$ cat src/rtl/crc_mem_ctrl_if.sv
// rtl/crc_mem_ctrl_if.sv - request, response, memory and statistics bundle for crc_mem_ctrl
interface crc_mem_ctrl_if #(
  parameter int DATA_WIDTH = 8,
  parameter int CNT_W      = 8
);
  logic                  req0_valid;
  logic [DATA_WIDTH-1:0] req0_data;
  logic                  req0_ready;
  logic                  req1_valid;
  logic [DATA_WIDTH-1:0] req1_data;
  logic                  req1_ready;
  logic                  rsp_valid;
  logic                  rsp_ready;
  logic                  rsp_id;
  logic [DATA_WIDTH-1:0] rsp_data;
  logic [1:0]            rsp_status;
  logic                  mem_wr;
  logic [DATA_WIDTH-1:0] mem_data_in;
  logic [DATA_WIDTH-1:0] mem_data_out;
  logic                  err_detected;
  logic                  err_corrected;
  logic                  busy;
  logic [CNT_W-1:0]      corr_cnt;
  logic [CNT_W-1:0]      uncorr_cnt;
  logic [CNT_W-1:0]      retry_cnt_tot;

  modport master (
    input  req0_valid, req0_data, req1_valid, req1_data, rsp_ready,
           mem_data_out, err_detected, err_corrected,
    output req0_ready, req1_ready, rsp_valid, rsp_id, rsp_data, rsp_status,
           mem_wr, mem_data_in, busy, corr_cnt, uncorr_cnt, retry_cnt_tot
  );

  modport slave (
    output req0_valid, req0_data, req1_valid, req1_data, rsp_ready,
           mem_data_out, err_detected, err_corrected,
    input  req0_ready, req1_ready, rsp_valid, rsp_id, rsp_data, rsp_status,
           mem_wr, mem_data_in, busy, corr_cnt, uncorr_cnt, retry_cnt_tot
  );
endinterface

$ cat src/rtl/crc_mem_ctrl.sv
// rtl/crc_mem_ctrl.sv - round-robin write/verify sequencer with retry and saturating error statistics
module crc_mem_ctrl #(
  parameter int DATA_WIDTH = 8,
  parameter int CHK_LAT    = 2,
  parameter int MAX_RETRY  = 2,
  parameter int CNT_W      = 8
) (
  input  logic           clk,
  input  logic           rst,
  crc_mem_ctrl_if.master bus
);
  typedef enum logic [2:0] {IDLE, WRITE, WAIT, CHECK, RESP} state_t;

  localparam int WCW = (CHK_LAT > 1) ? $clog2(CHK_LAT) : 1;
  localparam logic [WCW-1:0] WAIT_INIT = WCW'((CHK_LAT > 1) ? CHK_LAT - 2 : 0);
  localparam logic [2:0] RETRY_MAX = 3'(MAX_RETRY);

  state_t                state;
  logic                  last_grant;
  logic [2:0]            retry;
  logic [WCW-1:0]        wait_cnt;
  logic                  sel;
  logic                  accept;
  logic [DATA_WIDTH-1:0] acc_data;
  logic                  uncorrectable;

  // On a tie the requester that did not win last time is selected.
  always_comb begin
    sel            = (bus.req0_valid && bus.req1_valid) ? ~last_grant : bus.req1_valid;
    bus.req0_ready = (state == IDLE) && bus.req0_valid && !sel;
    bus.req1_ready = (state == IDLE) && bus.req1_valid && sel;
    accept         = bus.req0_ready || bus.req1_ready;
    acc_data       = sel ? bus.req1_data : bus.req0_data;
    uncorrectable  = bus.err_detected && !bus.err_corrected;
  end

  assign bus.busy = (state != IDLE);

  always_ff @(posedge clk or posedge rst) begin
    if (rst) begin
      state             <= IDLE;
      last_grant        <= 1'b1;
      retry             <= '0;
      wait_cnt          <= '0;
      bus.mem_wr        <= 1'b0;
      bus.mem_data_in   <= '0;
      bus.rsp_valid     <= 1'b0;
      bus.rsp_id        <= 1'b0;
      bus.rsp_data      <= '0;
      bus.rsp_status    <= 2'b00;
      bus.corr_cnt      <= '0;
      bus.uncorr_cnt    <= '0;
      bus.retry_cnt_tot <= '0;
    end else begin
      bus.mem_wr <= 1'b0;
      case (state)
        IDLE: begin
          if (accept) begin
            bus.mem_data_in <= acc_data;
            bus.rsp_id      <= sel;
            last_grant      <= sel;
            retry           <= '0;
            bus.mem_wr      <= 1'b1;
            state           <= WRITE;
          end
        end
        WRITE: begin
          wait_cnt <= WAIT_INIT;
          state    <= (CHK_LAT == 1) ? CHECK : WAIT;
        end
        WAIT: begin
          if (wait_cnt == '0) state <= CHECK;
          else                wait_cnt <= wait_cnt - WCW'(1);
        end
        CHECK: begin
          bus.rsp_data <= bus.mem_data_out;
          if (uncorrectable && (retry < RETRY_MAX)) begin
            retry      <= retry + 3'd1;
            bus.mem_wr <= 1'b1;
            state      <= WRITE;
            if (bus.retry_cnt_tot != '1) bus.retry_cnt_tot <= bus.retry_cnt_tot + CNT_W'(1);
          end else begin
            bus.rsp_valid <= 1'b1;
            state         <= RESP;
            if (uncorrectable) begin
              bus.rsp_status <= 2'b10;
              if (bus.uncorr_cnt != '1) bus.uncorr_cnt <= bus.uncorr_cnt + CNT_W'(1);
            end else if (bus.err_corrected) begin
              bus.rsp_status <= 2'b01;
              if (bus.corr_cnt != '1) bus.corr_cnt <= bus.corr_cnt + CNT_W'(1);
            end else begin
              bus.rsp_status <= 2'b00;
            end
          end
        end
        RESP: begin
          if (bus.rsp_ready) begin
            bus.rsp_valid <= 1'b0;
            state         <= IDLE;
          end
        end
        default: state <= IDLE;
      endcase
    end
  end
endmodule
$ cat src/flat_wrapper.sv
// flat-port wrapper written by rule: the top's interface ports become plain ports
module crc_mem_ctrl_flat 
#(
  parameter int DATA_WIDTH = 8,
  parameter int CHK_LAT    = 2,
  parameter int MAX_RETRY  = 2,
  parameter int CNT_W      = 8
)
  (clk, rst, bus_req0_valid, bus_req0_data, bus_req1_valid, bus_req1_data, bus_rsp_ready, bus_mem_data_out, bus_err_detected, bus_err_corrected, bus_req0_ready, bus_req1_ready, bus_rsp_valid, bus_rsp_id, bus_rsp_data, bus_rsp_status, bus_mem_wr, bus_mem_data_in, bus_busy, bus_corr_cnt, bus_uncorr_cnt, bus_retry_cnt_tot);
  crc_mem_ctrl_if #(.DATA_WIDTH(DATA_WIDTH), .CNT_W(CNT_W)) bus_i ();
  input  logic clk;
  input  logic rst;
  input wire logic [$bits(bus_i.req0_valid)-1:0] bus_req0_valid;
  input wire logic [$bits(bus_i.req0_data)-1:0] bus_req0_data;
  input wire logic [$bits(bus_i.req1_valid)-1:0] bus_req1_valid;
  input wire logic [$bits(bus_i.req1_data)-1:0] bus_req1_data;
  input wire logic [$bits(bus_i.rsp_ready)-1:0] bus_rsp_ready;
  input wire logic [$bits(bus_i.mem_data_out)-1:0] bus_mem_data_out;
  input wire logic [$bits(bus_i.err_detected)-1:0] bus_err_detected;
  input wire logic [$bits(bus_i.err_corrected)-1:0] bus_err_corrected;
  output wire logic [$bits(bus_i.req0_ready)-1:0] bus_req0_ready;
  output wire logic [$bits(bus_i.req1_ready)-1:0] bus_req1_ready;
  output wire logic [$bits(bus_i.rsp_valid)-1:0] bus_rsp_valid;
  output wire logic [$bits(bus_i.rsp_id)-1:0] bus_rsp_id;
  output wire logic [$bits(bus_i.rsp_data)-1:0] bus_rsp_data;
  output wire logic [$bits(bus_i.rsp_status)-1:0] bus_rsp_status;
  output wire logic [$bits(bus_i.mem_wr)-1:0] bus_mem_wr;
  output wire logic [$bits(bus_i.mem_data_in)-1:0] bus_mem_data_in;
  output wire logic [$bits(bus_i.busy)-1:0] bus_busy;
  output wire logic [$bits(bus_i.corr_cnt)-1:0] bus_corr_cnt;
  output wire logic [$bits(bus_i.uncorr_cnt)-1:0] bus_uncorr_cnt;
  output wire logic [$bits(bus_i.retry_cnt_tot)-1:0] bus_retry_cnt_tot;
  assign bus_i.req0_valid = bus_req0_valid;
  assign bus_i.req0_data = bus_req0_data;
  assign bus_i.req1_valid = bus_req1_valid;
  assign bus_i.req1_data = bus_req1_data;
  assign bus_i.rsp_ready = bus_rsp_ready;
  assign bus_i.mem_data_out = bus_mem_data_out;
  assign bus_i.err_detected = bus_err_detected;
  assign bus_i.err_corrected = bus_err_corrected;
  assign bus_req0_ready = bus_i.req0_ready;
  assign bus_req1_ready = bus_i.req1_ready;
  assign bus_rsp_valid = bus_i.rsp_valid;
  assign bus_rsp_id = bus_i.rsp_id;
  assign bus_rsp_data = bus_i.rsp_data;
  assign bus_rsp_status = bus_i.rsp_status;
  assign bus_mem_wr = bus_i.mem_wr;
  assign bus_mem_data_in = bus_i.mem_data_in;
  assign bus_busy = bus_i.busy;
  assign bus_corr_cnt = bus_i.corr_cnt;
  assign bus_uncorr_cnt = bus_i.uncorr_cnt;
  assign bus_retry_cnt_tot = bus_i.retry_cnt_tot;
  crc_mem_ctrl #(.DATA_WIDTH(DATA_WIDTH), .CHK_LAT(CHK_LAT), .MAX_RETRY(MAX_RETRY), .CNT_W(CNT_W)) u_core (.clk(clk), .rst(rst), .bus(bus_i));
endmodule
$ cat config.mk
export PLATFORM = sky130hd
export DESIGN_NAME = crc_mem_ctrl_flat
export DESIGN_NICKNAME = d
export VERILOG_FILES = /design/src/rtl/crc_mem_ctrl_if.sv /design/src/rtl/crc_mem_ctrl.sv /design/src/flat_wrapper.sv
export SDC_FILE = /design/constraint.sdc
export NUM_CORES = 1
export LEC_CHECK = 0
export BUFFER_PORTS_ARGS = -buffer_cell sky130_fd_sc_hd__buf_4
export CORE_MARGIN = 2
export CORE_UTILIZATION = 52
export CTS_BUF_LIST = sky130_fd_sc_hd__clkbuf_2 sky130_fd_sc_hd__clkbuf_4 sky130_fd_sc_hd__clkbuf_8
export DETAILED_ROUTE_END_ITERATION = 7
export PLACE_DENSITY = 0.82
export SETUP_SLACK_MARGIN = 0.5
export SYNTH_ARGS = -nofsm -noshare
export SYNTH_HDL_FRONTEND = slang
export SYNTH_SLANG_ARGS = --single-unit
$ cat constraint.sdc
create_clock -name clk -period 1.7 [get_ports clk]
set_input_delay 0.34 -clock clk [delete_from_list [all_inputs] [get_ports clk]]
set_output_delay 0.34 -clock clk [all_outputs]
set_load 0.05 [all_outputs]
==> results of run 1 <==
cell families after synthesis:
logic type,Yosys count,synth area share (%)
AO/OA/AOI/OAI,24,7.39
AND/OR/NAND/NOR,92,21.3
XOR/XNOR,21,7.59
flip-flops,52,53.8
multiplexers,11,4.70
buffers and inverters,11,3.15
adder cells (fa/ha/maj),4,2.07
per-stage QoR:
stage	instances	cell area [um2]	util (%)	setup TNS, ps
CTS	396	4110	93.2	-384
detailed placement	348	3280	74.4	0
global placement	348	3280	74.4	0
floorplan	215	2590	-	-201
what timing repair did:
action,in CTS
endpoints found under the setup margin,91
pin swaps,14
hold buffers,0
gates cloned,2
buffers inserted,38
gates resized for setup,95
==> metrics, run 1 <==
number of cells produced by synthesis about 220; main flop type after synthesis dfrtp_1; most frequent cells after synthesis dfrtp_1, nand2_1, nor2_1; Yosys cell types 41; fraction of registers with async set/reset 100%; number of buffers added on ports 78; number of clock buffers inserted by TritonCTS 5; error that ended the run [ERROR DPL-0038] Utilization greater than 100%, impossible to legalize; EDFF count, synth 0; outcome did not finish; cell type with the largest total area after synthesis dfrtp_1; Num Clock Sinks 52; cell area after technology mapping around 2400 um2; average cell area after synthesis about 11 um2; buffer levels on the longest clock path 2; DP Wirelength approximately 3.8 mm; number of top-level pins 79; proportion of synthesized chip area in sequential cells between 50% and 60%; number of nets produced by synthesis 250; last stage reached global routing; Chip Height slightly above 70 um; register bit count reported by yosys between 50 and 60; standard-cell rows 24; Synth top area share between 50% and 60%; Clock Tree Root clkbuf_8; worst endpoint left by the global-route repair_timing run bus_req1_ready; maximum number of pins on one net before global-route repair 53; Ys Warns 0; worst endpoint type primary output; setup slack after placement ~51 ps; floorplan die width between 70 and 80 um; maximum level of the CTS H-tree 2; most common cell in the netlist dfrtp_1; ranking of synthesized cells by area dfrtp_1, xnor2_1, nand2_1; global placer's final weighted congestion ~0.74; effective utilization at floorplan 54.9%
==> run 2, diff against run 1 <==
- CORE_UTILIZATION: 52 -> 40
- CTS_BUF_LIST: sky130_fd_sc_hd__clkbuf_2 sky130_fd_sc_hd__clkbuf_4 sky130_fd_sc_hd__clkbuf_8 -> not set
- PLACE_DENSITY: 0.82 -> not set
- PLACE_DENSITY_LB_ADDON: not set -> 0.15
- SETUP_SLACK_MARGIN: 0.5 -> not set
==> run 2 against run 1 <==
  * The flow now finishes, with violations (setup timing)
  * Synthesized cell count unchanged
  * Synthesized area unchanged
==> metrics, run 2 <==
outcome finished with violations (was did not finish); violations in the final reports setup timing; buffer levels on the longest clock path 2 (unchanged); leading cell type in the layout, fill and taps excluded buf_4; Chip Height 81.8 um (was 72.3 um); maximum ir drop on the vdd rail around 0.99 mV; final routed DRC violation total 0; cell type with the largest total area after synthesis dfrtp_1 (unchanged); Die Area between 6000 and 7000 um2; unrepaired setup endpoints after global routing yes; most frequent cells after synthesis dfrtp_1, nand2_1, nor2_1 (unchanged); main flop type after synthesis dfrtp_1 (unchanged); effective utilization at floorplan 41.2% (was 54.9%); WS Path Type flop to output pin; skew final around 5.2 ps; maximum level of the CTS H-tree 2 (unchanged); Critical R2R Launch u_core.state[2]; most common cell in the netlist dfrtp_1 (unchanged); total inserted antenna cells 0; number of pins exceeding their max-slew limit in the final report 0; cell area reported after detailed placement 3190 um2 (was 3280 um2); proportion of synthesized chip area in sequential cells 53.8% (unchanged); Num Clock Sinks 52 (unchanged); floorplan die width 81.8 um (was 72.3 um); register bit count reported by yosys 52 (unchanged); worst-path fanout max 4; Synth top area share 52.7% (unchanged); kind of launch point of the worst setup path flop; standard-cell rows 28 (was 24); number of clock buffers inserted by TritonCTS 5 (unchanged); Worst Max-Slew Pin Slew approximately 340 ps; WL per Instance between 10 and 15 um; DP Wirelength 3.56 mm (was 3.80 mm); Tmin final 1840 ps; smallest setup slack after layout -143 ps; wire length of the first global-routing pass approximately 7.8 mm; Relative slew margins between 70 and 80%; via count of the first global-routing pass between 1,500 and 2,000; number of buffers added on ports 78 (unchanged); ranking of synthesized cells by area dfrtp_1, xnor2_1, nand2_1 (unchanged); final design area excluding fillers around 3300 um2; number of nets in the layout around 340; Syn-to-layout area delta 37.6%; total number of vias around 1,800; number of design-rule violations left by the first detailed-router iteration 70; hold path start bus_rsp_ready; number of cells produced by synthesis 215 (unchanged); final instance count without filler cells roughly 380; Final Hold Violating Endpoints 0; worst hold margin between 200 and 250 ps; overall fraction of global-route tracks in use around 15%; EDFF count, synth 0 (unchanged); fraction of registers with async set/reset 100% (unchanged); Power, Total between 5 and 6 mW; Ys Warns 0 (unchanged); CTS tree done; DP Cell Count 372 (was 348); nature of the critical path endpoint output pin; antenna violations before repair 0; sum of routed wire length over all layers just under 5 mm; average cell area after synthesis 11.3 um2 (unchanged); max-cap viol count 0; maximum number of pins on one net before global-route repair between 40 and 50; final-report setup violation count 2; Yosys cell types 41 (unchanged); count of antenna-violating nets left after detailed routing 0; Clock Latency Late Sink 290 ps; sum of overflow across all layers after global routing 0; share of layout cells above drive strength 1 between 40% and 50%; data arrival at the endpoint of the critical path about 1500 ps; floorplan core area approximately 5900 um2; number of search-and-repair iterations in the first detailed-routing pass 4; commonest cells after routing, fill and taps aside buf_4, dfrtp_1, nand2_1; Clk pin slew, worst setup/hold paths 90 ps; global placer's final weighted congestion 0.761 (was 0.742); crit share post-route 108%; Via-to-Cell Ratio between 4 and 5; launching element of the worst setup path u_core.state[0]; number of nets produced by synthesis 250 (unchanged); cell area after technology mapping 2420 um2 (unchanged); highest attainable clock frequency about 540 MHz; data required time at the worst endpoint about 1400 ps; Clock Tree Root clkbuf_8 (unchanged); worst hold path class primary input to flop; PD cells about 1800 nW/um2; number of top-level pins 79 (unchanged); Leak Pwr between 1.5 and 2 nW
-- run 2: stage by stage --
| step | setup slack, ps | TNS [ps] | utilization, % |
|---|---|---|---|
| 3_5_place_dp | 39.4 | 0 | 54.1 |
| 6_report | -143 | -230 | 56.6 |
| 4_1_cts | -159 | -266 | 56.5 |
| 5_1_grt | -179 | -310 | 56.6 |
| 3_3_place_gp | 75.5 | 0 | 54.1 |
| 2_1_floorplan | -164 | -280 | - |
-- run 2: cells by family after synthesis --
family / share of synthesized area (%)
adder cells (fa/ha/maj): 2.07
AO/OA/AOI/OAI: 7.39
multiplexers: 4.70
AND/OR/NAND/NOR: 21.3
buffers and inverters: 3.15
flip-flops: 53.8
XOR/XNOR: 7.59
-- run 2: area by class of cell --
class                      instances  area, um2
sequential                        52       1320
tap                               75       93.8
fill                             525       2550
inverter                           4       15.0
clock buffer                       8       90.1
timing repair buffer              93        741
multi-input combinational        152       1080
-- run 2: critical path, cell delays in order, from the launching register on --
cell and delay (ps):
dfrtp_1 380, or3_4 420, and2b_4 270, buf_8 140
-- run 2: final timing paths --
| check | to | slack, ps | cells past startpoint |
|---|---|---|---|
| max | bus_req1_ready | -140 | 3 |
| min | u_core.state[2] | 220 | 2 |
| max reg2reg | u_core.bus.uncorr_cnt[1] | 120 | 5 |
| min reg2reg | u_core.bus.rsp_status[1] | 480 | 1 |
| max in group asynchronous | u_core.last_grant | 590 | 4 |
| min in group asynchronous | u_core.bus.uncorr_cnt[6] | 550 | 3 |
-- run 2: timing repair --
item                                    CTS  global route
endpoints found under the setup margin    3             9
buffers inserted                          2             2
endpoints found under the hold margin    10             0
hold buffers                              1             0
pin swaps                                 1             3
resized for setup                         7             0
-- run 2: power by group --
group          switching (mW)  internal [mW]
Combinational            2.10           1.18
Sequential              0.307           1.66
Clock                   0.359          0.332
-- run 2: per-layer routing --
layer	track usage [%]	up-vias	routed length [um]
li1	-	927	-
met1	21.0	867	2170
met2	23.5	47	2280
met3	3.63	4	336
met4	6.00	0	57
met5	0	-	0
(Power assumes the default switching activity.)
==> run 3, diff against run 2 <==
- clock period: 1.7 -> 2 ns (I/O delays scaled with it)
==> run 3 against run 2 <==
  * The run now ends clean
  * Clock skew rose by 4.2 ps
  * Sequential power fell by 16%
  * Routed wire length fell by 0.74%
  * Sequential cell count did not move
  * Cell count fell by 1.6%
  * Critical path type unchanged
  * Largest power group unchanged
==> metrics, run 3 (synthesis gave the netlist of run 2 again) <==
CTS tree done (unchanged); area taken by multi-input logic gates 1060 um2 (was 1080 um2); share of power burned in registers 33.1% (about the same); PD cells 1540 nW/um2 (was 1780 nW/um2); maximum ir drop on the vdd rail 0.746 mV (was 0.990 mV); cell area reported after detailed placement 3120 um2 (was 3190 um2); maximum number of pins on one net before global-route repair 24 (was 43); wire length of the first global-routing pass 7.67 mm (was 7.85 mm); final-report setup violation count 0 (was 2); via count of the first global-routing pass 1,669 (was 1,694); data arrival at the endpoint of the critical path 1560 ps (was 1500 ps); sum of overflow across all layers after global routing 0 (unchanged); WS Path Type flop to output pin (unchanged); standard-cell rows 28 (unchanged); total number of vias 1,827 (was 1,845); Clk pin slew, worst setup/hold paths 100 ps (was 90 ps); Hold-fix buffers, CTS 0 (was 1); Relative slew margins 74.6% (was 77.4%); floorplan die width 81.8 um (unchanged); highest attainable clock frequency 510 MHz; leading cell type in the layout, fill and taps excluded buf_4 (unchanged); skew final 9.39 ps (was 5.17 ps); nature of the critical path endpoint output pin (unchanged); commonest cells after routing, fill and taps aside buf_4, dfrtp_1, nand2_1 (unchanged); number of buffers added on ports 78 (unchanged); number of nets in the layout 337 (was 343); worst hold margin 46.9 ps (was 219 ps); floorplan core area 5890 um2 (unchanged); Clock Tree Root clkbuf_8 (unchanged); Die Area 6690 um2 (unchanged); outcome complete, no violations (was finished with violations); effective utilization at floorplan 41.2% (unchanged); total inserted antenna cells 0 (unchanged); Leak Pwr 1.67 nW (was 1.68 nW); Tmin final 1960 ps; global placer's final weighted congestion 0.764 (was 0.761); number of top-level pins 79 (unchanged); internal power 2.66 mW (was 3.17 mW); crit share post-route 98.0%; Num Clock Sinks 52 (unchanged); Syn-to-layout area delta 34.5% (was 37.6%); Sw Pwr 2.37 mW (was 2.77 mW); WL per Instance 12.7 um (was 12.6 um); Worst Max-Slew Pin Slew 380 ps (was 339 ps); buffer levels on the longest clock path 2 (unchanged); Via-to-Cell Ratio 4.83 (was 4.80); share of layout cells above drive strength 1 37.6% (was 41.7%); max-cap viol count 0 (unchanged); kind of launch point of the worst setup path flop (unchanged); number of search-and-repair iterations in the first detailed-routing pass 4 (unchanged); share of total power in the clock network 14.3% (was 11.6%); Chip Height 81.8 um (unchanged); sum of routed wire length over all layers 4.81 mm (was 4.85 mm); Setup Total Neg Slack 0 ps (was -230 ps); final routed DRC violation total 0 (unchanged); area used by sequential logic in the layout 1300 um2 (was 1320 um2); combinational fraction of design power 52.6% (was 55.3%); worst hold path class primary input to async pin (was primary input to flop); number of design-rule violations left by the first detailed-router iteration 78 (was 70); worst-path fanout max 5 (was 4); Final Hold Violating Endpoints 0 (unchanged); data required time at the worst endpoint 1600 ps (was 1360 ps); FILL cells 539 (was 525); Clock Latency Late Sink 310 ps (was 290 ps); final design area excluding fillers 3260 um2 (was 3330 um2); overall fraction of global-route tracks in use 14.9% (was 15.3%); number of clock buffers inserted by TritonCTS 5 (unchanged); number of pins exceeding their max-slew limit in the final report 0 (unchanged); antenna violations before repair 0 (unchanged); DP Wirelength 3.61 mm (was 3.56 mm); maximum level of the CTS H-tree 2 (unchanged); switching part of the total 47.1% (was 46.6%); count of antenna-violating nets left after detailed routing 0 (unchanged); unrepaired setup endpoints after global routing yes (unchanged)
[run 3: final cells by class]
class,count,share of cell area (%)
tap,75,2.88
inverter,4,0.461
timing repair buffer,87,20.7
clock inverter,3,1.31
multi-input combinational,152,32.5
sequential,52,40.0
clock buffer,5,2.11
[run 3: layer usage]
| layer | GRT usage, % | wire length [um] |
|---|---|---|
| met3 | 3.63 | 324 |
| met5 | 0 | 0 |
| met1 | 20.0 | 2160 |
| met4 | 6.00 | 74 |
| met2 | 23.3 | 2250 |
[run 3: per-stage QoR]
step	worst slack, ps	std cells	power [mW]	utilization, %
2_1_floorplan	76.1	215	3.61	-
3_3_place_gp	252	368	4.26	53.0
3_5_place_dp	219	368	4.30	53.0
4_1_cts	3.27	376	5.05	55.0
5_1_grt	-19.2	378	5.34	55.3
6_report	40.2	378	5.02	55.3
[run 3: worst paths after layout]
path	start	endpoint	slack (ps)	cells after the start
max	u_core.state[2]	bus_req1_ready	40	3
min	rst	u_core.bus.uncorr_cnt[6]	50	2
max reg2reg	u_core.state[2]	u_core.bus.retry_cnt_tot[7]	370	5
min reg2reg	u_core.bus.rsp_data[5]	u_core.bus.rsp_data[5]	480	2
max in group asynchronous	rst	u_core.last_grant	1360	3
min in group clk	bus_rsp_ready	u_core.state[2]	250	2
[run 3: critical path, stage by stage (launching register included)]
cell	delay, ps
dfrtp_2	440
or3_4	390
and2b_2	270
buf_8	150
[run 3: power by group through the flow]
stage                     clock, mW  sequential, mW  combinational (mW)
after global routing          0.775            1.73                2.84
after CTS                     0.743            1.67                2.63
final                         0.718            1.66                2.64
after detailed placement          0            1.68                2.62
after global placement            0            1.68                2.58
after floorplan                   0            2.62               0.994
[run 3: timing repair]
| action | 4_1_cts | 5_1_grt |
|---|---|---|
| endpoints found under the setup margin | 2 | 2 |
| buffers inserted | 0 | 2 |
| gates resized for setup | 3 | 1 |
==> run 4, diff against run 3 <==
- PLACE_DENSITY: not set -> 0.75
- PLACE_DENSITY_LB_ADDON: 0.15 -> not set
==> run 4 against run 3 <==
  * Sequential cell count stayed put
  * Critical endpoint unchanged
  * Highest routed layer unchanged
  * Non-clock buffer count decreased by 1
  * Fmax decreased by 0.41%
  * Cell count down 0.26%
  * Routed wire length grew 2.8%
  * Core utilization fell by 0.19 points
  * Clock-buffer cell count increased by 1
  * Via count increased by 1.0%
  * Largest cell class unchanged
  * Clock power down 3%
  * Total power up 0.16%
  * Sequential share of layout area grew 0.14 points
  * Global-route usage grew 0.61 points
==> metrics, run 4 (synthesis gave the netlist of run 2 again) <==
outcome complete, no violations (unchanged); Clock Tree Root clkbuf_8 (unchanged); total number of vias 1,846 (was 1,827); standard-cell rows 28 (unchanged); CTS tree done (unchanged); Chip Height 81.8 um (unchanged); kind of launch point of the worst setup path flop (unchanged); maximum number of pins on one net before global-route repair 53 (was 24); maximum ir drop on the vdd rail 0.765 mV (was 0.746 mV); Leak Pwr 1.66 nW (was 1.67 nW); buffer levels on the longest clock path 2 (unchanged); number of top-level pins 79 (unchanged); total inserted antenna cells 0 (unchanged); data arrival at the endpoint of the critical path 1570 ps (was 1560 ps); area taken by multi-input logic gates 1060 um2 (unchanged); WS Path Type flop to output pin (unchanged); maximum level of the CTS H-tree 2 (unchanged); Final Hold Violating Endpoints 0 (unchanged); number of search-and-repair iterations in the first detailed-routing pass 4 (unchanged); final design utilization 55.1% (was 55.3%); Setup Total Neg Slack 0 ps (unchanged); Die Area 6690 um2 (unchanged); Tmin final 1970 ps (was 1960 ps); overall fraction of global-route tracks in use 15.5% (was 14.9%); nature of the critical path endpoint output pin (unchanged); effective utilization at floorplan 41.2% (unchanged); maximum cell stage delay along the critical path 430 ps (was 440 ps); smallest setup slack after layout 32.1 ps (was 40.2 ps); sum of overflow across all layers after global routing 0 (unchanged); number of buffers added on ports 78 (unchanged); unrepaired setup endpoints after global routing yes (unchanged); number of design-rule violations left by the first detailed-router iteration 103 (was 78); cell-by-cell listing of the critical path or3_4 -> and2b_2 -> buf_8 (unchanged); worst hold path class primary input to async pin (unchanged); wire length of the first global-routing pass 8.00 mm (was 7.67 mm); crit share post-route 98.4% (was 98.0%); Clk pin slew, worst setup/hold paths 90 ps (was 100 ps); Relative slew margins 73.3% (was 74.6%); number of nets in the layout 336 (was 337); FILL cells 544 (was 539); area used by sequential logic in the layout 1300 um2 (unchanged); final design area excluding fillers 3250 um2 (was 3260 um2); worst hold margin 139 ps (was 46.9 ps); Num Clock Sinks 52 (unchanged); number of clock buffers inserted by TritonCTS 5 (unchanged); Via-to-Cell Ratio 4.90 (was 4.83); skew final 4.81 ps (was 9.39 ps); Syn-to-layout area delta 34.0% (was 34.5%); max-cap viol count 0 (unchanged); data required time at the worst endpoint 1600 ps (about the same); highest attainable clock frequency 508 MHz (was 510 MHz); number of pins exceeding their max-slew limit in the final report 0 (unchanged); global placer's final weighted congestion 0.716 (was 0.764); cell with the largest stage delay on the worst path or3_4 (was dfrtp_2); WL per Instance 13.1 um (was 12.7 um); Worst Max-Slew Pin Slew 400 ps (was 380 ps); share of layout cells above drive strength 1 37.1% (was 37.6%); commonest cells after routing, fill and taps aside buf_4, dfrtp_1, nand2_1 (unchanged); worst-path fanout max 5 (unchanged); via count of the first global-routing pass 1,719 (was 1,669); sum of routed wire length over all layers 4.94 mm (was 4.81 mm); setup slack after placement 225 ps (was 219 ps); cell area reported after detailed placement 3100 um2 (was 3120 um2); floorplan die width 81.8 um (unchanged); PD cells 1550 nW/um2 (was 1540 nW/um2); antenna violations before repair 0 (unchanged); final routed DRC violation total 0 (unchanged); final-report setup violation count 0 (unchanged); leading cell type in the layout, fill and taps excluded buf_4 (unchanged); count of antenna-violating nets left after detailed routing 0 (unchanged); Clock Latency Late Sink 300 ps (was 310 ps); floorplan core area 5890 um2 (unchanged); DP Wirelength 3.65 mm (was 3.61 mm)
run 4: changes by cell type in the layout (fill, tap and decap cells not counted), sizes merged:
cell      before  now
clkinvlp       1    0
clkbuf         5    6
buf           87   86
run 4: critical path, delay by kind of cell, from the launching register on:
| kind | cells | cell delay, ps |
|---|---|---|
| simple gates | 2 | 700 |
| flops | 1 | 420 |
| buf+inv | 1 | 150 |
run 4: report_power, final:
| group | internal [mW] | switching, mW | total [mW] |
|---|---|---|---|
| Sequential | 1.40 | 0.260 | 1.66 |
| Clock | 0.372 | 0.328 | 0.700 |
| Combinational | 0.893 | 1.77 | 2.67 |
| Total | 2.67 | 2.36 | 5.03 |
run 4: path summary, 6_finish.rpt:
path / startpoint / to / slack (ps) / cells after the start
max reg2reg: u_core.state[2] / u_core.bus.uncorr_cnt[1] / 270 / 5
min in group clk: bus_rsp_ready / u_core.state[2] / 280 / 2
min: rst / u_core.bus.retry_cnt_tot[0] / 140 / 3
max: u_core.state[2] / bus_req1_ready / 30 / 3
min reg2reg: u_core.state[2] / u_core.state[1] / 450 / 1
max in group asynchronous: rst / u_core.last_grant / 1580 / 3
run 4: area by class of cell:
class / count / share of cell area (%)
Multi-Input combinational cell: 152 / 32.7
Sequential cell: 52 / 40.2
Clock inverter: 2 / 1.08
Inverter: 4 / 0.463
Clock buffer: 6 / 2.24
Tap cell: 75 / 2.89
Timing Repair Buffer: 86 / 20.5
run 4: metal layers:
metal | global-route usage (%) | vias to the layer above | part of all wire (%)
met5 | 0 | - | 0
met3 | 3.52 | 7 | 6.7
met1 | 20.1 | 871 | 44
met2 | 25.9 | 56 | 48
li1 | - | 912 | -
met4 | 5.00 | 0 | 1.3
run 4: metrics by stage:
step,power (mW),instances
floorplan,3.61,215
finish,5.03,377
global route,5.32,377
global placement,4.25,366
detailed placement,4.31,366
CTS,5.04,374
run 4: what timing repair did:
action	CTS	global route
setup endpoints to repair	2	2
gates resized for setup	3	1
setup buffers	0	3
pin swaps	0	1
hold buffers	0	0
